### src/rtl/nibble_serial_adder_ctrl_if.sv
// Operand/result handshake bundle for the nibble-serial adder controller.
// The master drives operands and out_ready; the slave (controller) returns results and status.
interface nibble_serial_adder_ctrl_if #(
  parameter int WIDTH = 16
) ();
  logic             in_valid;
  logic             in_ready;
  logic [WIDTH-1:0] a;
  logic [WIDTH-1:0] b;
  logic             cin;
  logic             out_valid;
  logic             out_ready;
  logic [WIDTH-1:0] sum;
  logic             cout;
  logic             busy;

  modport master (
    output in_valid, a, b, cin, out_ready,
    input  in_ready, out_valid, sum, cout, busy
  );

  modport slave (
    input  in_valid, a, b, cin, out_ready,
    output in_ready, out_valid, sum, cout, busy
  );
endinterface

### src/rtl/nibble_serial_adder_ctrl.sv
// WIDTH-bit adder built by stepping one shared 4-bit ripple-carry adder over the operands,
// one nibble per clock (LSB first), with the inter-nibble carry held in a register.
module ripple_adder4 (
  input  logic [3:0] a,
  input  logic [3:0] b,
  input  logic       cin,
  output logic [3:0] sum,
  output logic       cout
);
  logic [4:0] carry_s;

  // Bitwise full-adder chain
  always_comb begin
    carry_s    = 5'b0_0000;
    sum        = 4'b0000;
    carry_s[0] = cin;
    for (int i = 0; i < 4; i++) begin
      sum[i]       = a[i] ^ b[i] ^ carry_s[i];
      carry_s[i+1] = (a[i] & b[i]) | (carry_s[i] & (a[i] ^ b[i]));
    end
    cout = carry_s[4];
  end
endmodule

module nibble_serial_adder_ctrl #(
  parameter int WIDTH = 16
) (
  input  logic                         clk,
  input  logic                         rst,
  nibble_serial_adder_ctrl_if.slave    bus
);
  localparam int NIB = WIDTH / 4;
  localparam int IW  = (NIB > 1) ? $clog2(NIB) : 1;
  localparam logic [IW-1:0] LAST_IDX = IW'(NIB - 1);

  generate
    if (((WIDTH % 4) != 0) || (WIDTH < 4)) begin : g_bad_width
      $error("nibble_serial_adder_ctrl: WIDTH must be a multiple of 4 and >= 4");
    end
  endgenerate

  typedef enum logic [1:0] {
    ST_IDLE = 2'd0,
    ST_RUN  = 2'd1,
    ST_DONE = 2'd2
  } state_e;

  state_e                state_q, state_d;
  logic [NIB-1:0][3:0]   a_q, a_d;
  logic [NIB-1:0][3:0]   b_q, b_d;
  logic [NIB-1:0][3:0]   sum_q, sum_d;
  logic                  carry_q, carry_d;
  logic                  cout_q, cout_d;
  logic [IW-1:0]         idx_q, idx_d;
  logic                  in_ready_q, in_ready_d;
  logic                  out_valid_q, out_valid_d;
  logic                  busy_q, busy_d;
  logic [3:0]            add_sum_s;
  logic                  add_cout_s;

  ripple_adder4 u_adder (
    .a    (a_q[idx_q]),
    .b    (b_q[idx_q]),
    .cin  (carry_q),
    .sum  (add_sum_s),
    .cout (add_cout_s)
  );

  // Next-state and datapath update; handshake flags are decoded from the next state so they stay registered
  always_comb begin
    state_d = state_q;
    a_d     = a_q;
    b_d     = b_q;
    sum_d   = sum_q;
    carry_d = carry_q;
    cout_d  = cout_q;
    idx_d   = idx_q;
    case (state_q)
      ST_IDLE: begin
        if (bus.in_valid && in_ready_q) begin
          a_d     = bus.a;
          b_d     = bus.b;
          carry_d = bus.cin;
          idx_d   = {IW{1'b0}};
          state_d = ST_RUN;
        end else begin
          state_d = ST_IDLE;
        end
      end
      ST_RUN: begin
        sum_d[idx_q] = add_sum_s;
        carry_d      = add_cout_s;
        if (idx_q == LAST_IDX) begin
          cout_d  = add_cout_s;
          idx_d   = {IW{1'b0}};
          state_d = ST_DONE;
        end else begin
          idx_d   = idx_q + 1'b1;
          state_d = ST_RUN;
        end
      end
      ST_DONE: begin
        if (bus.out_ready) begin
          state_d = ST_IDLE;
        end else begin
          state_d = ST_DONE;
        end
      end
      default: begin
        state_d = ST_IDLE;
        idx_d   = {IW{1'b0}};
      end
    endcase
    in_ready_d  = (state_d == ST_IDLE);
    out_valid_d = (state_d == ST_DONE);
    busy_d      = (state_d != ST_IDLE);
  end

  // State, datapath and output registers; an abort by reset simply discards the running operation
  always_ff @(posedge clk or posedge rst) begin
    if (rst) begin
      state_q     <= ST_IDLE;
      a_q         <= '0;
      b_q         <= '0;
      sum_q       <= '0;
      carry_q     <= 1'b0;
      cout_q      <= 1'b0;
      idx_q       <= {IW{1'b0}};
      in_ready_q  <= 1'b1;
      out_valid_q <= 1'b0;
      busy_q      <= 1'b0;
    end else begin
      state_q     <= state_d;
      a_q         <= a_d;
      b_q         <= b_d;
      sum_q       <= sum_d;
      carry_q     <= carry_d;
      cout_q      <= cout_d;
      idx_q       <= idx_d;
      in_ready_q  <= in_ready_d;
      out_valid_q <= out_valid_d;
      busy_q      <= busy_d;
    end
  end

  assign bus.in_ready  = in_ready_q;
  assign bus.out_valid = out_valid_q;
  assign bus.busy      = busy_q;
  assign bus.sum       = sum_q;
  assign bus.cout      = cout_q;
endmodule

### src/flat_wrapper.sv
// flat-port wrapper written by rule: the top's interface ports become plain ports
module nibble_serial_adder_ctrl_flat 
#(
  parameter int WIDTH = 16
)
  (clk, rst, bus_in_valid, bus_a, bus_b, bus_cin, bus_out_ready, bus_in_ready, bus_out_valid, bus_sum, bus_cout, bus_busy);
  nibble_serial_adder_ctrl_if #(.WIDTH(WIDTH)) bus_i ();
  input  logic clk;
  input  logic rst;
  input wire logic [$bits(bus_i.in_valid)-1:0] bus_in_valid;
  input wire logic [$bits(bus_i.a)-1:0] bus_a;
  input wire logic [$bits(bus_i.b)-1:0] bus_b;
  input wire logic [$bits(bus_i.cin)-1:0] bus_cin;
  input wire logic [$bits(bus_i.out_ready)-1:0] bus_out_ready;
  output wire logic [$bits(bus_i.in_ready)-1:0] bus_in_ready;
  output wire logic [$bits(bus_i.out_valid)-1:0] bus_out_valid;
  output wire logic [$bits(bus_i.sum)-1:0] bus_sum;
  output wire logic [$bits(bus_i.cout)-1:0] bus_cout;
  output wire logic [$bits(bus_i.busy)-1:0] bus_busy;
  assign bus_i.in_valid = bus_in_valid;
  assign bus_i.a = bus_a;
  assign bus_i.b = bus_b;
  assign bus_i.cin = bus_cin;
  assign bus_i.out_ready = bus_out_ready;
  assign bus_in_ready = bus_i.in_ready;
  assign bus_out_valid = bus_i.out_valid;
  assign bus_sum = bus_i.sum;
  assign bus_cout = bus_i.cout;
  assign bus_busy = bus_i.busy;
  nibble_serial_adder_ctrl #(.WIDTH(WIDTH)) u_core (.clk(clk), .rst(rst), .bus(bus_i));
endmodule
### config.mk
export PLATFORM = sky130hd
export DESIGN_NAME = nibble_serial_adder_ctrl_flat
export DESIGN_NICKNAME = d
export VERILOG_FILES = /design/src/rtl/nibble_serial_adder_ctrl_if.sv /design/src/rtl/nibble_serial_adder_ctrl.sv /design/src/flat_wrapper.sv
export SDC_FILE = /design/constraint.sdc
export NUM_CORES = 1
export LEC_CHECK = 0
export CAP_MARGIN = 10
export CORE_MARGIN = 5
export CORE_UTILIZATION = 54
export DETAILED_ROUTE_END_ITERATION = 12
export GPL_TIMING_DRIVEN = 1
export PLACE_DENSITY = 0.87
export SYNTH_ARGS = -nofsm -noshare
export SYNTH_HDL_FRONTEND = slang
export SYNTH_SLANG_ARGS = --single-unit
### constraint.sdc
create_clock -name clk -period 9.7 [get_ports clk]
set_clock_uncertainty 0.15 [all_clocks]
set_input_delay 1.455 -clock clk [delete_from_list [all_inputs] [get_ports clk]]
set_output_delay 1.455 -clock clk [all_outputs]
set_load 0.005 [all_outputs]
== After elaboration in Yosys (flattened, before gate mapping) ==
Cells that the tools add are included.

* Add/sub/neg operators: 1
* Magnitude comparators: 2
* Equality and inequality tests: 5
* Muxes and demuxes: 16
* Bitwise operators: 21
* Reductions and logical operators: 10

{| class="wikitable"
|+ Operators with widths
! cell !! count
|-
| $bmux W4 S2 || 2
|-
| $bwmux W16 || 1
|-
| $mux W4 || 3
|-
| $pmux W2 S3 || 2
|-
| $and A1 B1 Y1 || 8
|-
| $demux W4 S2 || 1
|-
| $mux W2 || 4
|-
| $reduce_and A2 Y1 || 4
|-
| $xor A1 B1 Y1 || 8
|-
| $eq A2 B2 Y1 const B || 3
|-
| $logic_not A2 Y1 || 2
|-
| $or A1 B1 Y1 || 4
|-
| $reduce_bool A2 Y1 || 2
|-
| $lt A2 B3 Y1 const B || 1
|-
| $add A2 B1 Y2 const B || 1
|-
| $eq A2 B1 Y1 const B || 1
|-
| $ge A2 B1 Y1 const B || 1
|-
| $logic_and A1 B1 Y1 || 2
|-
| $mux W1 || 2
|-
| $ne A2 B1 Y1 const B || 1
|-
| $pmux W1 S2 || 1
|-
| $not A1 Y1 || 1
|}

* Flip-flop bits (word level): 57
* Input bits: 37
* Output and inout port bits: 20
* Logic and storage cells: 74

== Logic depth before layout (Yosys ltp) ==
Gate-level depths: netlist of the first run.

* Depth in word-level cells: 12
* Depth in mapped cells: 12
* Mapped depth without buffers: 11

== Cells and area by module ==
A second synthesis of the first run with hierarchy kept.

* Cell total of the unflattened synthesis: 165
* Area, all modules: 2618.8 um^2

{| class="wikitable"
|+ Modules (own cells, without submodules)
! module !! instances !! cells each !! area an instance (um^2) !! seq. area each (um^2)
|-
| nibble_serial_adder_ctrl || 1 || 151 || 2501.1 || 1427.6
|-
| ripple_adder4 || 1 || 14 || 117.6 || 0.0
|}

== Worst setup path after synthesis of the first run ==
Ideal clock, no wire load.

* Kind: register to register
* Start point: reg u_core.idx_q[0]
* End point: reg u_core.sum_q (netlist bit u_core.bus.sum[11])
* Library setup time: 0.084 ns
* Arrival: 2.806 ns
* Required time: 9.466 ns
* Setup slack: 6.660 ns
* Cell stages (with the launch flop): 11
* Path buffers: 1
* Period minus slack after synthesis: 3.040 ns
* Path through: dfrtp_1 > buf_4 > mux4_2 > fa_1 > inv_1 > fa_1 > inv_1 > fa_1 > inv_1 > fa_1 > o21ai_0

* Word-level cells in the longest chain between the ends: 11
* Elaborated cells between the ends (all ways): 24
* Classes of those cells: order compare (2); mux (7); bitwise (14); reduce/logical (1)

{| class="wikitable"
|+ RTL lines
! item !! line !! RTL
|-
| from (decl) || nibble_serial_adder_ctrl.sv:54 || <nowiki>logic [IW-1:0] idx_q, idx_d;</nowiki>
|-
| from (signal assigned) || nibble_serial_adder_ctrl.sv:128 || <nowiki>idx_q <= {IW{1'b0}};</nowiki>
|-
| from (signal assigned) || nibble_serial_adder_ctrl.sv:139 || <nowiki>idx_q <= idx_d;</nowiki>
|-
| $bmux W4 S2 (on tied branches) || nibble_serial_adder_ctrl.sv:62, nibble_serial_adder_ctrl.sv:63 ||
|-
| $mux W4 (on tied branches) || nibble_serial_adder_ctrl.sv:62, nibble_serial_adder_ctrl.sv:63 ||
|-
| $xor A1 B1 Y1 || nibble_serial_adder_ctrl.sv:19 || <nowiki>carry_s[i+1] = (a[i] & b[i]) | (carry_s[i] & (a[i] ^ b[i]));</nowiki>
|-
| $and A1 B1 Y1 || nibble_serial_adder_ctrl.sv:19 ||
|-
| $or A1 B1 Y1 || nibble_serial_adder_ctrl.sv:19 ||
|-
| $and A1 B1 Y1 || nibble_serial_adder_ctrl.sv:19 ||
|-
| $or A1 B1 Y1 || nibble_serial_adder_ctrl.sv:19 ||
|-
| $and A1 B1 Y1 || nibble_serial_adder_ctrl.sv:19 ||
|-
| $or A1 B1 Y1 || nibble_serial_adder_ctrl.sv:19 ||
|-
| $xor A1 B1 Y1 || nibble_serial_adder_ctrl.sv:18 || <nowiki>sum[i] = a[i] ^ b[i] ^ carry_s[i];</nowiki>
|-
| $bwmux W16 * || nibble_serial_adder_ctrl.sv:91 || <nowiki>sum_d[idx_q] = add_sum_s;</nowiki>
|-
| to (signal assigned) || nibble_serial_adder_ctrl.sv:136 || <nowiki>sum_q <= sum_d;</nowiki>
|-
| to (decl) || nibble_serial_adder_ctrl.sv:51 || <nowiki>logic [NIB-1:0][3:0] sum_q, sum_d;</nowiki>
|}

Every way passes the cells marked *; elsewhere a longest branch is shown, timed or not. The select of a mux whose other input is x is not followed.
A chain may end at the register's enable or synchronous reset.

== Worst setup path in the final report of the first run ==
* Start point: reg u_core.idx_q[0]
* End point: reg u_core.sum_q (netlist bit u_core.bus.sum[7])

The elaborated chain is that of the path after synthesis.

==> reports/metrics.yaml, run 1 <==
status:
  status: "finished, final reports clean"
setup_path:
  crit_path_end_kind: "flop"
  cp_max_fo: 13
  slowest_stage: "dfrtp_1"
  slowest_delay_ps: 750
  cp_data_arrival_time_ps: 3480
  worstPathRequired_ps: 9790
  cp_common_cell: "fa_1"
  crit_start: "u_core.idx_q[0]"
  crit_path_cell_trace: "mux4_2 -> fa_1 -> inv_1 -> fa_1 -> inv_1 -> fa_1 -> inv_1 -> fa_1 -> o21ai_0"
  reg2reg_slack_ps: 6320
  reg2reg_from: "u_core.idx_q[0]"
  reg2reg_to: "u_core.bus.sum[7]"
  startpoint_type: "flop"
  critPathCapture: "u_core.bus.sum[7]"
  r2r_cells: 9
  path_class: "flop to flop"
power:
  power.switching_mw: 0.392
  p_seq_frac: 0.385
  intPower_mw: 0.786
  ir_drop_uv: 165
  p_comb_frac: 0.451
  leakagePower_nw: 1.47
  power.density_nw_per_um2: 354
  swShare: 0.333
  power_mw: 1.18
  clock_power_share: 0.164
timing:
  hold_viol_final: 0
  fin_crit_sh: 0.349
  max_freq_mhz: 295
  period_minus_slack_ps: 3380
  slew_viol_final: 0
  slew_headroom: 0.577
  whs_ps: 327
  rsz0062_at_grt: "false"
  final.setup.tns_ps: 0
  setup_violations: 0
  tightest_slew_ps: 635
  final.setup.worst_slack_ps: 6320
synthesis:
  syn-cell-area_um2: 2560
  synth_seq_cells: 57
  yosys.area.top_type: "dfrtp_1"
  dominantRegCellSynth: "dfrtp_1"
  synth_fa_ha_area_frac: 0.0508
  avgSynthCellArea_um2: 14.9
  synth_simple_gate_area_share: 0.0625
  ys_warn_count: 0
  yosys-mux-area-fraction: 0.251
  synth_cell_types: 24
  synth_top_family_by_area: "multiplexers"
  seq_area_frac_synth: 0.557
  synth_compound_area_frac: 0.0410
  yosysMostFrequentCell: "dfrtp_1"
  async_flop_share: 1.00
  syn-num-nets: 217
  synth-edff-count: 0
  synth_cells: 172
  synth_top_area_frac: 0.547
  synth.top_cells.by_count: "dfrtp_1 (56), mux2_2 (39), nand2_1 (13)"
  synth_xor_area_frac: 0
  synth_area_leaders: "dfrtp_1 (55%), mux2_2 (17%), mux4_2 (7.0%)"
grt:
  grt_pass1_wl_um: 7790
  overflow: 0
  grt_usage: 0.169
  grt_pass1_vias: 1651
  antenna_found_initial: 0
  grt_max_degree: 58
cells_and_area:
  finalCoreUtilization: 0.715
  drive_gt1_frac: 0.297
  final_nets: 279
  diodes: 0
  areaGrowthSynthToFinish_pct: 30.1
die:
  placementRows: 25
  initial_core_util: 0.550
  ios: 57
  core-area_um2: 4660
  die_h_um: 78.9
  chipWidth_um: 78.9
  design.die.area_um2: 6220
placed_design:
  dpl.hpwl_um: 3400
  place_ws_ps: 6290
  routabilityCongestion: 0.765
  port_buffers: 56
routing:
  route.detailed.drc: 0
  vias: 1562
  routed_via_density: 5.33
  drtIter0Drc: 86
  dr.pass1.iters: 4
  wl_per_cell_um: 15.9
  wl_um: 4670
  ant_nets: 0
cts:
  ctsResizeCount: 0
  cts_buffers: 9
  clockBufferDepth: 2
  clk_latency_ps: 330
  cts.root.buffer_cell: "clkbuf_8"
  cts_setup_buffers: 0
  cts_tree: "done"
  cts_htree_levels: 3
  clk_pin_slew_worst_paths_ps: 60
  hold_buffers: 0
  cts.sinks: 57
min_path:
  hold_path.class: "flop to flop"
  hp-start: "u_core.bus.sum[1]"
run:
  cap_viol_max_count: 0
[cells in the final DEF (no fill, tap or decap)]
| cell type | instances |
|---|---|
| o31a_1 | 1 |
| o21ba_2 | 1 |
| nor2b_1 | 1 |
| a21oi_1 | 2 |
| nor3_4 | 1 |
| nand2_1 | 13 |
| clkinv_2 | 3 |
| o21ai_0 | 10 |
| mux4_2 | 8 |
| nor2_1 | 4 |
| a22o_1 | 2 |
| buf_12 | 1 |
| inv_1 | 9 |
| nand3b_1 | 1 |
| clkbuf_8 | 11 |
| ha_1 | 4 |
| clkbuf_1 | 2 |
| nand2_2 | 1 |
| fa_1 | 4 |
| mux2_1 | 2 |
| inv_2 | 1 |
| clkdlybuf4s50_1 | 56 |
| o22a_1 | 1 |
| dfstp_2 | 1 |
| nand3b_4 | 3 |
| mux2_2 | 39 |
| buf_4 | 1 |
| dfrtp_1 | 56 |
[sequential cells by signal, summed over array words and instances (netlist names)]
name and cells:
u_core.a_q 16, u_core.b_q 16, u_core.bus.sum 16, u_core.idx_q 2
u_core.state_q 2, u_core.bus.busy 1, u_core.bus.cout 1, u_core.bus.in_ready 1
u_core.bus.out_valid 1, u_core.carry_q 1
[per-layer routing]
metal | share of wire | track usage
met2 | 0.48 | 0.270
met3 | 0.066 | 0.0442
met1 | 0.42 | 0.204
met4 | 0.031 | 0.105
met5 | 0 | 0
[critical path, delay by kind of cell (launching register included)]
kind	cells	cell delay [ps]
adders and majority gates	4	1380
DFF	1	750
muxes	1	600
buffers and inverters	3	210
AOI/OAI and AO/OA	1	200
[cell type report]
class | count | area, um2
repair buffers | 58 | 588
inverters | 10 | 37.5
multi-input cells | 98 | 1040
clock buffers | 13 | 159
well taps | 54 | 67.6
fillers | 335 | 1330
flip-flops and latches | 57 | 1430
clock inverters | 3 | 15.0
[power groups by stage]
stage | Sequential (mW) | Combinational (mW) | Clock [mW]
global placement | 0.453 | 0.515 | 0
floorplan | 0.416 | 0.395 | 0
global route | 0.472 | 0.597 | 0.206
finish | 0.454 | 0.532 | 0.193
CTS | 0.456 | 0.540 | 0.197
detailed placement | 0.459 | 0.536 | 0
[metrics by stage]
| step | instance area, um2 | instances |
|---|---|---|
| 4_1_cts | 3310 | 292 |
| 3_3_place_gp | 3140 | 276 |
| 3_5_place_dp | 3140 | 276 |
| 5_1_grt | 3330 | 293 |
| 2_1_floorplan | 2560 | 172 |
| 6_report | 3330 | 293 |
[worst min path at each step]
stage / to / slack, ps / cells after the start
3_5_place_dp: u_core.bus.sum[1] / 320 / 2
3_3_place_gp: u_core.bus.sum[1] / 310 / 2
2_1_floorplan: u_core.b_q[15] / 300 / 1
4_1_cts: u_core.bus.sum[1] / 330 / 2
5_1_grt: u_core.bus.sum[1] / 360 / 2
6_report: u_core.bus.sum[1] / 330 / 2
[kinds of logic (layout without fill, tap and decap cells)]
kind of cell,Yosys count,in the layout
buffers and inverters,17,84
muxes,49,49
and+or+nand+nor,24,24
adders and majority gates,8,8
AOI/OAI and AO/OA,17,17
DFF,57,57
No activity file was read; power rests on OpenSTA's default activity.
==> run 2: changes to the inputs <==
--- a/config.mk
+++ b/config.mk
@@ -7,10 +7,10 @@
 export LEC_CHECK = 0
 export CAP_MARGIN = 10
 export CORE_MARGIN = 5
-export CORE_UTILIZATION = 54
+export CORE_UTILIZATION = 45
 export DETAILED_ROUTE_END_ITERATION = 12
 export GPL_TIMING_DRIVEN = 1
-export PLACE_DENSITY = 0.87
+export PLACE_DENSITY = 0.77
 export SYNTH_ARGS = -nofsm -noshare
 export SYNTH_HDL_FRONTEND = slang
 export SYNTH_SLANG_ARGS = --single-unit
==> constraint.sdc (replaced) <==
create_clock -name clk -period 2.9 [get_ports clk]
set_clock_uncertainty 0.15 [all_clocks]
set_input_delay 0.435 -clock clk [delete_from_list [all_inputs] [get_ports clk]]
set_output_delay 0.435 -clock clk [all_outputs]
set_load 0.005 [all_outputs]
==> run 2 against run 1 <==
Register-to-register slack got worse by 6200 ps. Highest routed layer unchanged. Die area is 17% higher. Global-route usage fell by 1.7 points. Critical path type unchanged.
==> reports/metrics.yaml, run 2 (same netlist as run 1, synthesis figures left out) <==
timing:
  slew_viol_final: 0
  hold_viol_final: 0
  whs_ps: 327
  setup_violations: 0
  fin_crit_sh: 0.965
  slew_headroom: 0.572
  final.setup.worst_slack_ps: 101
  tightest_slew_ps: 641
  max_freq_mhz: 357
  period_minus_slack_ps: 2800
setup_path:
  reg2reg_slack_ps: 100
  worstPathRequired_ps: 3000
  cp_data_arrival_time_ps: 2900
  crit_path_end_kind: "flop"
  path_class: "flop to flop"
  startpoint_type: "flop"
  r2r_cells: 9
  cp_max_fo: 4
  reg2reg_from: "u_core.idx_q[0]"
  reg2reg_to: "u_core.bus.sum[15]"
grt:
  grt_max_degree: 31
  overflow: 0
  grt_pass1_vias: 1660
  grt_pass1_wl_um: 8340
  antenna_found_initial: 0
  grt_usage: 0.152
die:
  die_h_um: 85.4
  initial_core_util: 0.465
  core-area_um2: 5510
  design.die.area_um2: 7300
  ios: 57
  placementRows: 27
  chipWidth_um: 85.4
power:
  power_mw: 4.08
  leakagePower_nw: 1.49
  power.density_nw_per_um2: 1200
  ir_drop_uv: 553
routing:
  dr.pass1.iters: 4
  ant_nets: 0
  wl_per_cell_um: 15.4
  routed_via_density: 4.97
  route.detailed.drc: 0
  vias: 1565
  drtIter0Drc: 50
  wl_um: 4850
status:
  status: "finished, final reports clean"
cells_and_area:
  final_cell_mix: "clkdlybuf4s50_1 (56), dfrtp_1 (55), mux2_2 (39), nand2_1 (13), clkbuf_8 (11)"
  final_nets: 283
  areaGrowthSynthToFinish_pct: 32.8
  final_area_um2: 3400
  finalCoreUtilization: 0.618
  diodes: 0
  drive_gt1_frac: 0.342
  layout_commonest_cell: "clkdlybuf4s50_1"
placed_design:
  placed_area_um2: 3220
  port_buffers: 56
  routabilityCongestion: 0.736
  dpl.hpwl_um: 3700
  place_ws_ps: 57.9
cts:
  cts_tree: "done"
  clockBufferDepth: 2
  cts.sinks: 57
  clk_pin_slew_worst_paths_ps: 60
  cts_buffers: 9
  cts_setup_buffers: 0
  cts_htree_levels: 3
  clk_latency_ps: 330
  cts.root.buffer_cell: "clkbuf_8"
min_path:
  min_to: "u_core.bus.sum[5]"
  hold_path.class: "flop to flop"
  hp-start: "u_core.bus.sum[5]"
  min_path_cells: 2
run:
  cap_viol_max_count: 0
==> run 2: cell count changes in the layout (fill, tap and decap cells not counted) <==
| cell | before | now |
|---|---|---|
| buf_4 | 1 | 5 |
| o21ai_0 | 10 | 6 |
| o21ai_2 | 0 | 2 |
| inv_1 | 9 | 7 |
| dfrtp_1 | 56 | 55 |
| dfrtp_2 | 0 | 1 |
| inv_2 | 1 | 3 |
| fa_1 | 4 | 1 |
| fa_2 | 0 | 3 |
| o21ai_1 | 0 | 2 |
==> run 2: critical path, cell delays in order (launching register included) <==
cell and delay (ps):
dfrtp_2 400, mux4_2 530, fa_2 370, inv_2 60, fa_1 150, inv_1 60, fa_2 340, inv_2 60
fa_2 470, o21ai_1 150
==> run 2: worst max-delay path by stage <==
stage                     from                 end  slack, ps  depth (start not counted)
4_1_cts        u_core.idx_q[0]  u_core.bus.sum[11]         30                          9
5_1_grt        u_core.idx_q[0]  u_core.bus.sum[11]         -1                          9
2_1_floorplan  u_core.idx_q[0]  u_core.bus.sum[11]         40                         10
3_3_place_gp   u_core.idx_q[0]  u_core.bus.sum[11]        150                          9
6_report       u_core.idx_q[0]  u_core.bus.sum[15]        100                          9
3_5_place_dp   u_core.idx_q[0]  u_core.bus.sum[11]         60                          9
==> run 2: what timing repair did <==
| item | 4_1_cts | 5_1_grt |
|---|---|---|
| hold buffers | 0 | 0 |
| setup endpoints to repair | 0 | 5 |
| resized for setup | 0 | 4 |
==> run 2: area by class of cell <==
class | instances | area, um2
timing repair buffer | 62 | 618
clock buffer | 13 | 159
fill | 439 | 2110
multi-input combinational | 98 | 1050
tap | 72 | 90.1
clock inverter | 3 | 15.0
inverter | 10 | 37.5
sequential | 57 | 1430
==> run 2: stage by stage <==
stage | TNS (ps) | cells
2_1_floorplan | 0 | 172
3_3_place_gp | 0 | 299
3_5_place_dp | 0 | 299
4_1_cts | 0 | 315
5_1_grt | -1.27 | 315
6_report | 0 | 315
==> run 2: report_power, final <==
part | switching, mW | internal [mW] | leakage [nW] | total [mW]
Clock | 0.287 | 0.352 | 0.0932 | 0.639
Combinational | 0.817 | 1.16 | 0.707 | 1.97
Sequential | 0.259 | 1.21 | 0.685 | 1.47
==> run 2: layer usage <==
layer,global-route usage,part of all wire,up-vias
met5,0,0,-
met4,0.0906,0.027,0
met3,0.0447,0.071,11
met2,0.225,0.46,52
met1,0.195,0.45,767
li1,-,-,735
